$ cat src/rtl/ex_stage_ctrl_if.sv
`default_nettype none
// +----------------------------------------------------------------------+
// | ex_stage_ctrl_if : decode, writeback, ALU and EX/MEM signal bundle    |
// | Revision 1.0                                                          |
// +----------------------------------------------------------------------+
interface ex_stage_ctrl_if #(
  parameter int W  = 32,
  parameter int RA = 5
);
  logic          stall;
  logic          flush;
  logic [W-1:0]  id_rs_data;
  logic [W-1:0]  id_rt_data;
  logic [W-1:0]  id_imm;
  logic [RA-1:0] id_rs;
  logic [RA-1:0] id_rt;
  logic [RA-1:0] id_rd;
  logic [1:0]    id_aluop;
  logic [5:0]    id_funct;
  logic          id_alusrc;
  logic          id_regdst;
  logic          id_regwrite;
  logic          id_memread;
  logic          id_memwrite;
  logic          id_memtoreg;
  logic          id_valid;
  logic          wb_regwrite;
  logic [RA-1:0] wb_rd;
  logic [W-1:0]  wb_data;
  logic [W-1:0]  alu_in0;
  logic [W-1:0]  alu_in1;
  logic [3:0]    alu_op;
  logic [W-1:0]  alu_res;
  logic          alu_zero;
  logic          load_use;
  logic          mem_valid;
  logic          mem_regwrite;
  logic          mem_memread;
  logic          mem_memwrite;
  logic          mem_memtoreg;
  logic [W-1:0]  mem_alu_res;
  logic          mem_zero;
  logic [W-1:0]  mem_store_data;
  logic [RA-1:0] mem_rd;
  logic          illegal_funct;

  modport master (
    output stall, flush,
    output id_rs_data, id_rt_data, id_imm, id_rs, id_rt, id_rd,
    output id_aluop, id_funct, id_alusrc, id_regdst, id_regwrite,
    output id_memread, id_memwrite, id_memtoreg, id_valid,
    output wb_regwrite, wb_rd, wb_data,
    output alu_res, alu_zero,
    input  alu_in0, alu_in1, alu_op, load_use,
    input  mem_valid, mem_regwrite, mem_memread, mem_memwrite, mem_memtoreg,
    input  mem_alu_res, mem_zero, mem_store_data, mem_rd, illegal_funct
  );

  modport slave (
    input  stall, flush,
    input  id_rs_data, id_rt_data, id_imm, id_rs, id_rt, id_rd,
    input  id_aluop, id_funct, id_alusrc, id_regdst, id_regwrite,
    input  id_memread, id_memwrite, id_memtoreg, id_valid,
    input  wb_regwrite, wb_rd, wb_data,
    input  alu_res, alu_zero,
    output alu_in0, alu_in1, alu_op, load_use,
    output mem_valid, mem_regwrite, mem_memread, mem_memwrite, mem_memtoreg,
    output mem_alu_res, mem_zero, mem_store_data, mem_rd, illegal_funct
  );
endinterface
`default_nettype wire

$ cat src/rtl/ex_stage_ctrl.sv
`default_nettype none
// +----------------------------------------------------------------------+
// | ex_stage_ctrl : MIPS execute stage - ID/EX and EX/MEM registers,      |
// | ALU op decode, operand forwarding and load-use hazard detection.      |
// | Revision 1.0                                                          |
// +----------------------------------------------------------------------+
module ex_stage_ctrl #(
  parameter int W  = 32,
  parameter int RA = 5
) (
  input  logic           clk,
  input  logic           rst_n,
  ex_stage_ctrl_if.slave bus
);

  localparam logic [3:0] c_ALU_AND = 4'b0000;
  localparam logic [3:0] c_ALU_OR  = 4'b0001;
  localparam logic [3:0] c_ALU_ADD = 4'b0010;
  localparam logic [3:0] c_ALU_SUB = 4'b0110;
  localparam logic [3:0] c_ALU_SLT = 4'b0111;
  localparam logic [3:0] c_ALU_NOR = 4'b1100;

  localparam logic [5:0] c_FN_ADD = 6'b100000;
  localparam logic [5:0] c_FN_SUB = 6'b100010;
  localparam logic [5:0] c_FN_AND = 6'b100100;
  localparam logic [5:0] c_FN_OR  = 6'b100101;
  localparam logic [5:0] c_FN_SLT = 6'b101010;
  localparam logic [5:0] c_FN_NOR = 6'b100111;

  localparam logic [1:0] c_OP_ADD   = 2'b00;
  localparam logic [1:0] c_OP_SUB   = 2'b01;
  localparam logic [1:0] c_OP_RTYPE = 2'b10;
  localparam logic [1:0] c_OP_OR    = 2'b11;

  typedef struct packed {
    logic          valid;
    logic [W-1:0]  rs_data;
    logic [W-1:0]  rt_data;
    logic [W-1:0]  imm;
    logic [RA-1:0] rs;
    logic [RA-1:0] rt;
    logic [RA-1:0] rd;
    logic [1:0]    aluop;
    logic [5:0]    funct;
    logic          alusrc;
    logic          regdst;
    logic          regwrite;
    logic          memread;
    logic          memwrite;
    logic          memtoreg;
  } id_ex_t;

  typedef struct packed {
    logic          valid;
    logic          regwrite;
    logic          memread;
    logic          memwrite;
    logic          memtoreg;
    logic          zero;
    logic          illegal;
    logic [W-1:0]  alu_res;
    logic [W-1:0]  store_data;
    logic [RA-1:0] rd;
  } ex_mem_t;

  id_ex_t  id_ex_q,  id_ex_d;
  ex_mem_t ex_mem_q, ex_mem_d;

  logic [3:0]   w_alu_op;
  logic         w_funct_bad;
  logic         w_illegal;
  logic         w_rs_fwd_mem, w_rs_fwd_wb;
  logic         w_rt_fwd_mem, w_rt_fwd_wb;
  logic [W-1:0] w_rs_val, w_rt_val;
  logic         w_load_use;

  // Unknown R-type functs fall back to add; the error travels with the instruction.
  always_comb begin
    w_alu_op    = c_ALU_ADD;
    w_funct_bad = 1'b0;
    case (id_ex_q.aluop)
      c_OP_ADD: w_alu_op = c_ALU_ADD;
      c_OP_SUB: w_alu_op = c_ALU_SUB;
      c_OP_OR:  w_alu_op = c_ALU_OR;
      c_OP_RTYPE: begin
        case (id_ex_q.funct)
          c_FN_ADD: w_alu_op = c_ALU_ADD;
          c_FN_SUB: w_alu_op = c_ALU_SUB;
          c_FN_AND: w_alu_op = c_ALU_AND;
          c_FN_OR:  w_alu_op = c_ALU_OR;
          c_FN_SLT: w_alu_op = c_ALU_SLT;
          c_FN_NOR: w_alu_op = c_ALU_NOR;
          default:  w_funct_bad = 1'b1;
        endcase
      end
      default: w_alu_op = c_ALU_ADD;
    endcase
  end

  assign w_illegal = w_funct_bad & id_ex_q.valid;

  // EX/MEM is younger than MEM/WB, so it takes priority; $0 is never forwarded.
  assign w_rs_fwd_mem = ex_mem_q.regwrite && (ex_mem_q.rd != '0) && (ex_mem_q.rd == id_ex_q.rs);
  assign w_rs_fwd_wb  = bus.wb_regwrite && (bus.wb_rd != '0) && (bus.wb_rd == id_ex_q.rs);
  assign w_rt_fwd_mem = ex_mem_q.regwrite && (ex_mem_q.rd != '0) && (ex_mem_q.rd == id_ex_q.rt);
  assign w_rt_fwd_wb  = bus.wb_regwrite && (bus.wb_rd != '0) && (bus.wb_rd == id_ex_q.rt);

  assign w_rs_val = w_rs_fwd_mem ? ex_mem_q.alu_res :
                    w_rs_fwd_wb  ? bus.wb_data      : id_ex_q.rs_data;
  assign w_rt_val = w_rt_fwd_mem ? ex_mem_q.alu_res :
                    w_rt_fwd_wb  ? bus.wb_data      : id_ex_q.rt_data;

  assign w_load_use = id_ex_q.valid && id_ex_q.memread && (id_ex_q.rt != '0) && bus.id_valid &&
                      ((id_ex_q.rt == bus.id_rs) || (id_ex_q.rt == bus.id_rt));

  always_comb begin
    id_ex_d = id_ex_q;
    if (bus.stall) begin
      id_ex_d = id_ex_q;
    end else if (bus.flush || w_load_use) begin
      id_ex_d = '0;
    end else begin
      id_ex_d.valid    = bus.id_valid;
      id_ex_d.rs_data  = bus.id_rs_data;
      id_ex_d.rt_data  = bus.id_rt_data;
      id_ex_d.imm      = bus.id_imm;
      id_ex_d.rs       = bus.id_rs;
      id_ex_d.rt       = bus.id_rt;
      id_ex_d.rd       = bus.id_rd;
      id_ex_d.aluop    = bus.id_aluop;
      id_ex_d.funct    = bus.id_funct;
      id_ex_d.alusrc   = bus.id_alusrc;
      id_ex_d.regdst   = bus.id_regdst;
      id_ex_d.regwrite = bus.id_regwrite;
      id_ex_d.memread  = bus.id_memread;
      id_ex_d.memwrite = bus.id_memwrite;
      id_ex_d.memtoreg = bus.id_memtoreg;
    end
  end

  always_comb begin
    ex_mem_d = ex_mem_q;
    if (!bus.stall) begin
      ex_mem_d.valid      = id_ex_q.valid;
      ex_mem_d.regwrite   = id_ex_q.regwrite & id_ex_q.valid;
      ex_mem_d.memread    = id_ex_q.memread  & id_ex_q.valid;
      ex_mem_d.memwrite   = id_ex_q.memwrite & id_ex_q.valid;
      ex_mem_d.memtoreg   = id_ex_q.memtoreg & id_ex_q.valid;
      ex_mem_d.zero       = bus.alu_zero;
      ex_mem_d.illegal    = w_illegal;
      ex_mem_d.alu_res    = bus.alu_res;
      ex_mem_d.store_data = w_rt_val;
      ex_mem_d.rd         = id_ex_q.regdst ? id_ex_q.rd : id_ex_q.rt;
    end
  end

  always_ff @(posedge clk or negedge rst_n) begin
    if (!rst_n) begin
      id_ex_q  <= '0;
      ex_mem_q <= '0;
    end else begin
      id_ex_q  <= id_ex_d;
      ex_mem_q <= ex_mem_d;
    end
  end

  assign bus.alu_in0        = w_rs_val;
  assign bus.alu_in1        = id_ex_q.alusrc ? id_ex_q.imm : w_rt_val;
  assign bus.alu_op         = w_alu_op;
  assign bus.load_use       = w_load_use;
  assign bus.mem_valid      = ex_mem_q.valid;
  assign bus.mem_regwrite   = ex_mem_q.regwrite;
  assign bus.mem_memread    = ex_mem_q.memread;
  assign bus.mem_memwrite   = ex_mem_q.memwrite;
  assign bus.mem_memtoreg   = ex_mem_q.memtoreg;
  assign bus.mem_alu_res    = ex_mem_q.alu_res;
  assign bus.mem_zero       = ex_mem_q.zero;
  assign bus.mem_store_data = ex_mem_q.store_data;
  assign bus.mem_rd         = ex_mem_q.rd;
  assign bus.illegal_funct  = ex_mem_q.illegal;

endmodule
`default_nettype wire

$ cat src/flat_wrapper.sv
// flat-port wrapper written by rule: the top's interface ports become plain ports
module ex_stage_ctrl_flat 
#(
  parameter int W  = 32,
  parameter int RA = 5
)
  (clk, rst_n, bus_stall, bus_flush, bus_id_rs_data, bus_id_rt_data, bus_id_imm, bus_id_rs, bus_id_rt, bus_id_rd, bus_id_aluop, bus_id_funct, bus_id_alusrc, bus_id_regdst, bus_id_regwrite, bus_id_memread, bus_id_memwrite, bus_id_memtoreg, bus_id_valid, bus_wb_regwrite, bus_wb_rd, bus_wb_data, bus_alu_res, bus_alu_zero, bus_alu_in0, bus_alu_in1, bus_alu_op, bus_load_use, bus_mem_valid, bus_mem_regwrite, bus_mem_memread, bus_mem_memwrite, bus_mem_memtoreg, bus_mem_alu_res, bus_mem_zero, bus_mem_store_data, bus_mem_rd, bus_illegal_funct);
  ex_stage_ctrl_if #(.W(W), .RA(RA)) bus_i ();
  input  logic clk;
  input  logic rst_n;
  input wire logic [$bits(bus_i.stall)-1:0] bus_stall;
  input wire logic [$bits(bus_i.flush)-1:0] bus_flush;
  input wire logic [$bits(bus_i.id_rs_data)-1:0] bus_id_rs_data;
  input wire logic [$bits(bus_i.id_rt_data)-1:0] bus_id_rt_data;
  input wire logic [$bits(bus_i.id_imm)-1:0] bus_id_imm;
  input wire logic [$bits(bus_i.id_rs)-1:0] bus_id_rs;
  input wire logic [$bits(bus_i.id_rt)-1:0] bus_id_rt;
  input wire logic [$bits(bus_i.id_rd)-1:0] bus_id_rd;
  input wire logic [$bits(bus_i.id_aluop)-1:0] bus_id_aluop;
  input wire logic [$bits(bus_i.id_funct)-1:0] bus_id_funct;
  input wire logic [$bits(bus_i.id_alusrc)-1:0] bus_id_alusrc;
  input wire logic [$bits(bus_i.id_regdst)-1:0] bus_id_regdst;
  input wire logic [$bits(bus_i.id_regwrite)-1:0] bus_id_regwrite;
  input wire logic [$bits(bus_i.id_memread)-1:0] bus_id_memread;
  input wire logic [$bits(bus_i.id_memwrite)-1:0] bus_id_memwrite;
  input wire logic [$bits(bus_i.id_memtoreg)-1:0] bus_id_memtoreg;
  input wire logic [$bits(bus_i.id_valid)-1:0] bus_id_valid;
  input wire logic [$bits(bus_i.wb_regwrite)-1:0] bus_wb_regwrite;
  input wire logic [$bits(bus_i.wb_rd)-1:0] bus_wb_rd;
  input wire logic [$bits(bus_i.wb_data)-1:0] bus_wb_data;
  input wire logic [$bits(bus_i.alu_res)-1:0] bus_alu_res;
  input wire logic [$bits(bus_i.alu_zero)-1:0] bus_alu_zero;
  output wire logic [$bits(bus_i.alu_in0)-1:0] bus_alu_in0;
  output wire logic [$bits(bus_i.alu_in1)-1:0] bus_alu_in1;
  output wire logic [$bits(bus_i.alu_op)-1:0] bus_alu_op;
  output wire logic [$bits(bus_i.load_use)-1:0] bus_load_use;
  output wire logic [$bits(bus_i.mem_valid)-1:0] bus_mem_valid;
  output wire logic [$bits(bus_i.mem_regwrite)-1:0] bus_mem_regwrite;
  output wire logic [$bits(bus_i.mem_memread)-1:0] bus_mem_memread;
  output wire logic [$bits(bus_i.mem_memwrite)-1:0] bus_mem_memwrite;
  output wire logic [$bits(bus_i.mem_memtoreg)-1:0] bus_mem_memtoreg;
  output wire logic [$bits(bus_i.mem_alu_res)-1:0] bus_mem_alu_res;
  output wire logic [$bits(bus_i.mem_zero)-1:0] bus_mem_zero;
  output wire logic [$bits(bus_i.mem_store_data)-1:0] bus_mem_store_data;
  output wire logic [$bits(bus_i.mem_rd)-1:0] bus_mem_rd;
  output wire logic [$bits(bus_i.illegal_funct)-1:0] bus_illegal_funct;
  assign bus_i.stall = bus_stall;
  assign bus_i.flush = bus_flush;
  assign bus_i.id_rs_data = bus_id_rs_data;
  assign bus_i.id_rt_data = bus_id_rt_data;
  assign bus_i.id_imm = bus_id_imm;
  assign bus_i.id_rs = bus_id_rs;
  assign bus_i.id_rt = bus_id_rt;
  assign bus_i.id_rd = bus_id_rd;
  assign bus_i.id_aluop = bus_id_aluop;
  assign bus_i.id_funct = bus_id_funct;
  assign bus_i.id_alusrc = bus_id_alusrc;
  assign bus_i.id_regdst = bus_id_regdst;
  assign bus_i.id_regwrite = bus_id_regwrite;
  assign bus_i.id_memread = bus_id_memread;
  assign bus_i.id_memwrite = bus_id_memwrite;
  assign bus_i.id_memtoreg = bus_id_memtoreg;
  assign bus_i.id_valid = bus_id_valid;
  assign bus_i.wb_regwrite = bus_wb_regwrite;
  assign bus_i.wb_rd = bus_wb_rd;
  assign bus_i.wb_data = bus_wb_data;
  assign bus_i.alu_res = bus_alu_res;
  assign bus_i.alu_zero = bus_alu_zero;
  assign bus_alu_in0 = bus_i.alu_in0;
  assign bus_alu_in1 = bus_i.alu_in1;
  assign bus_alu_op = bus_i.alu_op;
  assign bus_load_use = bus_i.load_use;
  assign bus_mem_valid = bus_i.mem_valid;
  assign bus_mem_regwrite = bus_i.mem_regwrite;
  assign bus_mem_memread = bus_i.mem_memread;
  assign bus_mem_memwrite = bus_i.mem_memwrite;
  assign bus_mem_memtoreg = bus_i.mem_memtoreg;
  assign bus_mem_alu_res = bus_i.mem_alu_res;
  assign bus_mem_zero = bus_i.mem_zero;
  assign bus_mem_store_data = bus_i.mem_store_data;
  assign bus_mem_rd = bus_i.mem_rd;
  assign bus_illegal_funct = bus_i.illegal_funct;
  ex_stage_ctrl #(.W(W), .RA(RA)) u_core (.clk(clk), .rst_n(rst_n), .bus(bus_i));
endmodule
$ cat config.mk
export PLATFORM = sky130hd
export DESIGN_NAME = ex_stage_ctrl_flat
export DESIGN_NICKNAME = d
export VERILOG_FILES = /design/src/rtl/ex_stage_ctrl_if.sv /design/src/rtl/ex_stage_ctrl.sv /design/src/flat_wrapper.sv
export SDC_FILE = /design/constraint.sdc
export NUM_CORES = 1
export LEC_CHECK = 0
export ABC_CLOCK_PERIOD_IN_PS = 5500
export CAP_MARGIN = 20
export CORE_MARGIN = 8
export CORE_UTILIZATION = 45
export CTS_CLUSTER_SIZE = 30
export DETAILED_ROUTE_END_ITERATION = 16
export GPL_TIMING_DRIVEN = 0
export MAX_ROUTING_LAYER = met4
export PLACE_DENSITY = 0.86
export SYNTH_ARGS = -nofsm -noshare
export SYNTH_HDL_FRONTEND = slang
export SYNTH_SLANG_ARGS = --single-unit
$ cat constraint.sdc
create_clock -name clk -period 5.5 [get_ports clk]
set_input_delay 1.1 -clock clk [delete_from_list [all_inputs] [get_ports clk]]
set_output_delay 1.1 -clock clk [all_outputs]
set_load 0.01 [all_outputs]
[Word-level counts from Yosys, hierarchy flattened]
Index checks and enable logic that the tools add are counted.
Storage, ports and cells
  logic and storage cells: 73
  bits in writable memories: 0
  flip-flop bits (word level): 202
  latch bits: 0
  memories: 0
  bits in read-only memories: 0
Cells by class
  shift operators: 0
  equal/unequal tests: 15
  multiply operators: 0
  $add $sub $neg: 0
  divide/modulo/power cells: 0
  bitwise logic cells: 5
  order comparisons: 0
  reductions and logical operators: 17
  muxes and demuxes: 11
Operators by type and width (count)
  $mux 32: 5
  $mux 126: 1
  $eq 6x6->1 const B: 6
  $eq 5x5->1: 6
  $pmux 4 s5: 1
  $pmux 4 s4: 1
  $reduce_bool 5->1: 3
  $logic_and 1x1->1: 10
  $reduce_or 6->1: 1
  $and 1x1->1: 5
  $mux 5: 1
  $eq 2x2->1 const B: 2
  $eq 2x1->1 const B: 1
  $logic_not 2->1: 1
  $logic_or 1x1->1: 2
  $mux 1: 2

[Logic depth before layout (Yosys ltp)]
  depth in word-level cells: 6
  depth in mapped cells: 8
  depth with buffers taken out: 5

[Least setup slack after synthesis]
Ideal clock, no wire load.
  path kind: input port to output port
  start: input port bus_wb_rd[1]
  end: output port bus_alu_in1[0]
  arrival time: 2.617 ns
  path slack: 1.783 ns
  stages on the path: 6
  cells stage by stage: or4_1 -> nor2_4 -> buf_2 -> o31ai_1 -> o211a_1 -> o31ai_1
Between the ends
  cells in the longest elaborated chain, start to end: 6
  elaborated cells between the ends (all ways): 7
  those cells by class: eq/ne: 1; mux: 3; reduce/logical: 3
Ends and longest elaborated chain
  from (decl): RTL line flat_wrapper.sv:29  | input wire logic [$bits(bus_i.wb_rd)-1:0] bus_wb_rd;
  $reduce_bool 5->1: RTL line ex_stage_ctrl.sv:106  | assign w_rt_fwd_wb = bus.wb_regwrite && (bus.wb_rd != '0) && (bus.wb_rd == id_ex_q.rt);
  $logic_and 1x1->1: RTL line ex_stage_ctrl.sv:106
  $logic_and 1x1->1 (*): RTL line ex_stage_ctrl.sv:106
  $mux 32 (*): RTL line ex_stage_ctrl.sv:111  | w_rt_fwd_wb ? bus.wb_data : id_ex_q.rt_data;
  $mux 32 (*): RTL line ex_stage_ctrl.sv:110  | assign w_rt_val = w_rt_fwd_mem ? ex_mem_q.alu_res :
  $mux 32 (*): RTL line ex_stage_ctrl.sv:168  | assign bus.alu_in1 = id_ex_q.alusrc ? id_ex_q.imm : w_rt_val;
  to (decl): RTL line flat_wrapper.sv:34  | output wire logic [$bits(bus_i.alu_in1)-1:0] bus_alu_in1;
Every way passes the cells marked *; elsewhere a longest branch is shown, timed or not.

[Final worst setup path]
  start: input port bus_wb_rd[4]
  end: output port bus_alu_in1[21]
Same word-level chain as after synthesis.

==> results.py <==
metrics = {
    "yosys": {
        "syn-cell-area_um2": 10610,
        "count_of_flip_flops_with_a_built_in_enable_after_synthesis": 0,
        "synth_sequential_area_ratio_pct": 47.66,
        "synth_warnings": 0,
        "yosysTopAreaCell": "dfrtp_1",
        "syn-num-nets": 1245,
        "ys_top_cells_by_area": "dfrtp_1, a22o_1, nor2b_1",
        "ys.flop_type": "dfrtp_1",
        "synth_cell_types": 32,
        "synth.ff_latch_count": 202,
        "synth_largest_type_area_fraction_pct": 47.66,
        "ys_async_sr_fraction_pct": 100.0,
        "mean_post_synth_cell_area_um2": 10.16,
        "most_numerous_cell_in_the_yosys_netlist": "dfrtp_1",
        "post_synth_most_frequent_cells": "dfrtp_1, nor2b_1, a22o_1",
        "post_synth_inst_count": 1044,
    },
    "flow_run": {
        "max_cap_violations": 0,
    },
    "clock_tree": {
        "number_of_buffers_inserted_during_clock_tree_synthesis": 24,
        "max-clock-path-buffers": 3,
        "clock_sink_count": 202,
        "cts_tree": "built",
        "cts-root-buf": "clkbuf_16",
        "clkLatencyLatePin_ns": 0.52,
        "cts-hold-fix-buffers": 0,
        "cts_htree_levels": 1,
        "post_cts_resize_count": 0,
        "worst_setup_hold_path_clk_slew_ns": 0.05,
        "post_cts.repair.setup_buffers": 0,
    },
    "pwr": {
        "p_seq_share_pct": 38.9,
        "switching_share_pct": 27.02,
        "power_mw": 4.421,
        "power_per_cell_area_nw_per_um2": 288.0,
        "p_int_mw": 3.226,
        "share_clk_of_total_power_pct": 39.4,
        "power.share.combinational_pct": 21.7,
        "ir_worst_vdd_mv": 0.2136,
        "leakagePower_nw": 6.449,
        "p_switching_mw": 1.194,
    },
    "die": {
        "area_of_the_core_region_um2": 23330,
        "die_area_um2": 28740,
        "initial_core_util_pct": 45.46,
        "core.rowCount": 56,
        "num_io_pins": 346,
        "dieHeight_um": 169.5,
        "fp.dieW_um": 169.5,
    },
    "timing": {
        "fin_skew_ns": 0.01270,
        "final-hold-violation-count": 0,
        "timing.slew.headroom_pct": 37.97,
        "min_period_over_period_pct": 97.06,
        "finalWorstPathRequiredPeriod_ns": 5.339,
        "setup_viol": 0,
        "tightest_slew_ns": 0.9304,
        "grt_setup_unrepaired": "no",
        "max_freq_mhz": 187.3,
        "hold_slack_ns": 0.4812,
        "worst_slack_ns": 0.1615,
        "timing.final.max_slew_violations": 0,
    },
    "detailed_routing": {
        "antenna_left": 0,
        "drt_iter0_markers": 1019,
        "wl_per_cell_um": 23.62,
        "drt-vias-per-instance": 5.727,
        "drt-pass1-iter-count": 5,
        "remaining_drc_errors": 0,
        "via_count_of_the_routed_design": 10030,
        "wirelength_mm": 41.39,
    },
    "grt": {
        "maximum_number_of_pins_on_one_net_before_global_route_repair": 118,
        "antenna_violations_before_repair": 0,
        "number_of_global_route_vias_before_repair": 10630,
        "grt.overflow.total": 0,
        "global_route.usage.total_pct": 28.97,
        "grt_pass1_wl_mm": 62.96,
    },
    "critical_path": {
        "end_kind": "output port",
        "worstSetupStartpointType": "input pin",
        "cpMaxStageDelayCell": "clkdlybuf4s50_1",
        "crit_type": "input pin to output port",
        "worst_path_most_repeated_cell": "clkdlybuf4s50_1",
        "series_of_cell_instances_along_the_critical_path": "clkdlybuf4s50_1 > xnor2_2 > nand4_1 > or3_1 > buf_2 > buf_6 > o211a_1 > o31ai_1 > clkdlybuf4s50_1",
        "worst-path-max-fanout": 10,
        "cp_data_required_time_ns": 4.40,
        "worst-endpoint-arrival_ns": 4.24,
        "critPathMaxStageDelay_ns": 0.64,
    },
    "hold_path": {
        "hold_path_class": "register to register",
    },
    "placement": {
        "port_buffers": 344,
        "detailed_place_hpwl_mm": 30.05,
        "preCtsSetupSlack_ns": 0.2313,
        "globalplace.congestion": 0.9090,
        "place_area_um2": 14480,
        "post-place-cells": 1708,
    },
    "finish": {
        "antenna_cells": 0,
        "layout-drive-gt1-share_pct": 7.467,
        "layout-area-overhead-vs-synth_pct": 44.71,
        "final_area_um2": 15350,
        "num-nets-final": 1616,
        "finalNonFillerCells": 1752,
    },
    "run_status": {
        "status": "finished, final reports clean",
    },
}
[sequential cells by signal, indices dropped and copies added, names as in the netlist]
name and cells:
u_core.bus.illegal_funct 1, u_core.bus.mem_alu_res 32, u_core.bus.mem_memread 1, u_core.bus.mem_memtoreg 1, u_core.bus.mem_memwrite 1, u_core.bus.mem_rd 5, u_core.bus.mem_regwrite 1, u_core.bus.mem_store_data 32
u_core.bus.mem_valid 1, u_core.bus.mem_zero 1, u_core.id_ex_q 126
[power by group through the flow]
| stage | logic [mW] | registers [mW] | clock network, mW |
|---|---|---|---|
| after floorplan | 0.396 | 1.74 | 0 |
| after global placement | 0.935 | 1.74 | 0 |
| after detailed placement | 0.955 | 1.74 | 0 |
| after CTS | 0.964 | 1.72 | 1.75 |
| after global routing | 1.03 | 1.74 | 1.81 |
| final | 0.959 | 1.72 | 1.74 |
[routing by layer]
| metal | up-vias | share of wire (%) | GRT usage (%) |
|---|---|---|---|
| li1 | 4458 | - | - |
| met1 | 4998 | 41 | 36.26 |
| met2 | 482 | 48 | 46.72 |
| met3 | 96 | 7.1 | 5.071 |
| met4 | 0 | 3.7 | 10.35 |
| met5 | - | 0 | - |
[layout by cell type (no fill, tap or decap), drive strengths merged, types with 3 or more instances in the layout]
master,netlist,routed
clkbuf,60,100
nor2b,131,131
xor2,6,6
dfrtp,202,202
mux2i,37,37
nor2,69,69
nand2,83,83
xnor2,24,24
nand3,8,8
a22o,126,126
clkdlybuf4s50,0,343
o21ai,14,14
o211a,32,32
or4,4,4
buf,38,40
o31ai,96,96
inv,34,34
mux2,34,34
bufinv,0,3
a21oi,36,36
[worst max-delay path, delay by kind of cell]
kind / cells / cell delay (ns)
xor gates and xnor gates: 1 / 0.13
AOI/OAI and AO/OA: 2 / 0.66
buffers and inverters: 4 / 1.53
and+or+nand+nor: 2 / 0.79
[worst paths after layout]
kind                       slack (ns)  cells after the start                          start                            end
min in group asynchronous        0.53                      1                          rst_n             u_core.id_ex_q[16]
min                              0.48                      2  u_core.bus.mem_store_data[21]  u_core.bus.mem_store_data[21]
max in group asynchronous        3.90                      2                          rst_n             u_core.id_ex_q[80]
max                              0.16                      9                   bus_wb_rd[4]                bus_alu_in1[21]
min reg2reg                      0.48                      2  u_core.bus.mem_store_data[21]  u_core.bus.mem_store_data[21]
max reg2reg                      3.00                      8             u_core.id_ex_q[23]              u_core.id_ex_q[7]
[cell type report]
class / instances / area (µm²)
clock buffer: 40 / 772.0
buffer: 98 / 456.7
fill: 1837 / 7984
clock inverter: 4 / 95.09
inverter: 34 / 127.6
tap: 319 / 399.1
sequential: 202 / 5055
multi-input combinational: 710 / 4967
timing repair buffer: 345 / 3476
[cells by family (layout without fill, tap and decap cells)]
group / Yosys count / count (layout) / synth area share, %
muxes: 71 / 71 / 7.102
and+or+nand+nor: 302 / 302 / 14.38
buffers and inverters: 132 / 521 / 5.509
AOI/OAI and AO/OA: 307 / 307 / 22.80
DFF: 202 / 202 / 47.66
xor gates and xnor gates: 30 / 30 / 2.548
[stage by stage]
step	setup TNS, ns	util, %
floorplan	0	-
global placement	-1059.89	61.93
detailed placement	0	62.07
CTS	0	65.78
global route	0	65.78
finish	0	65.78
No activity file was read; power rests on OpenSTA's default activity.
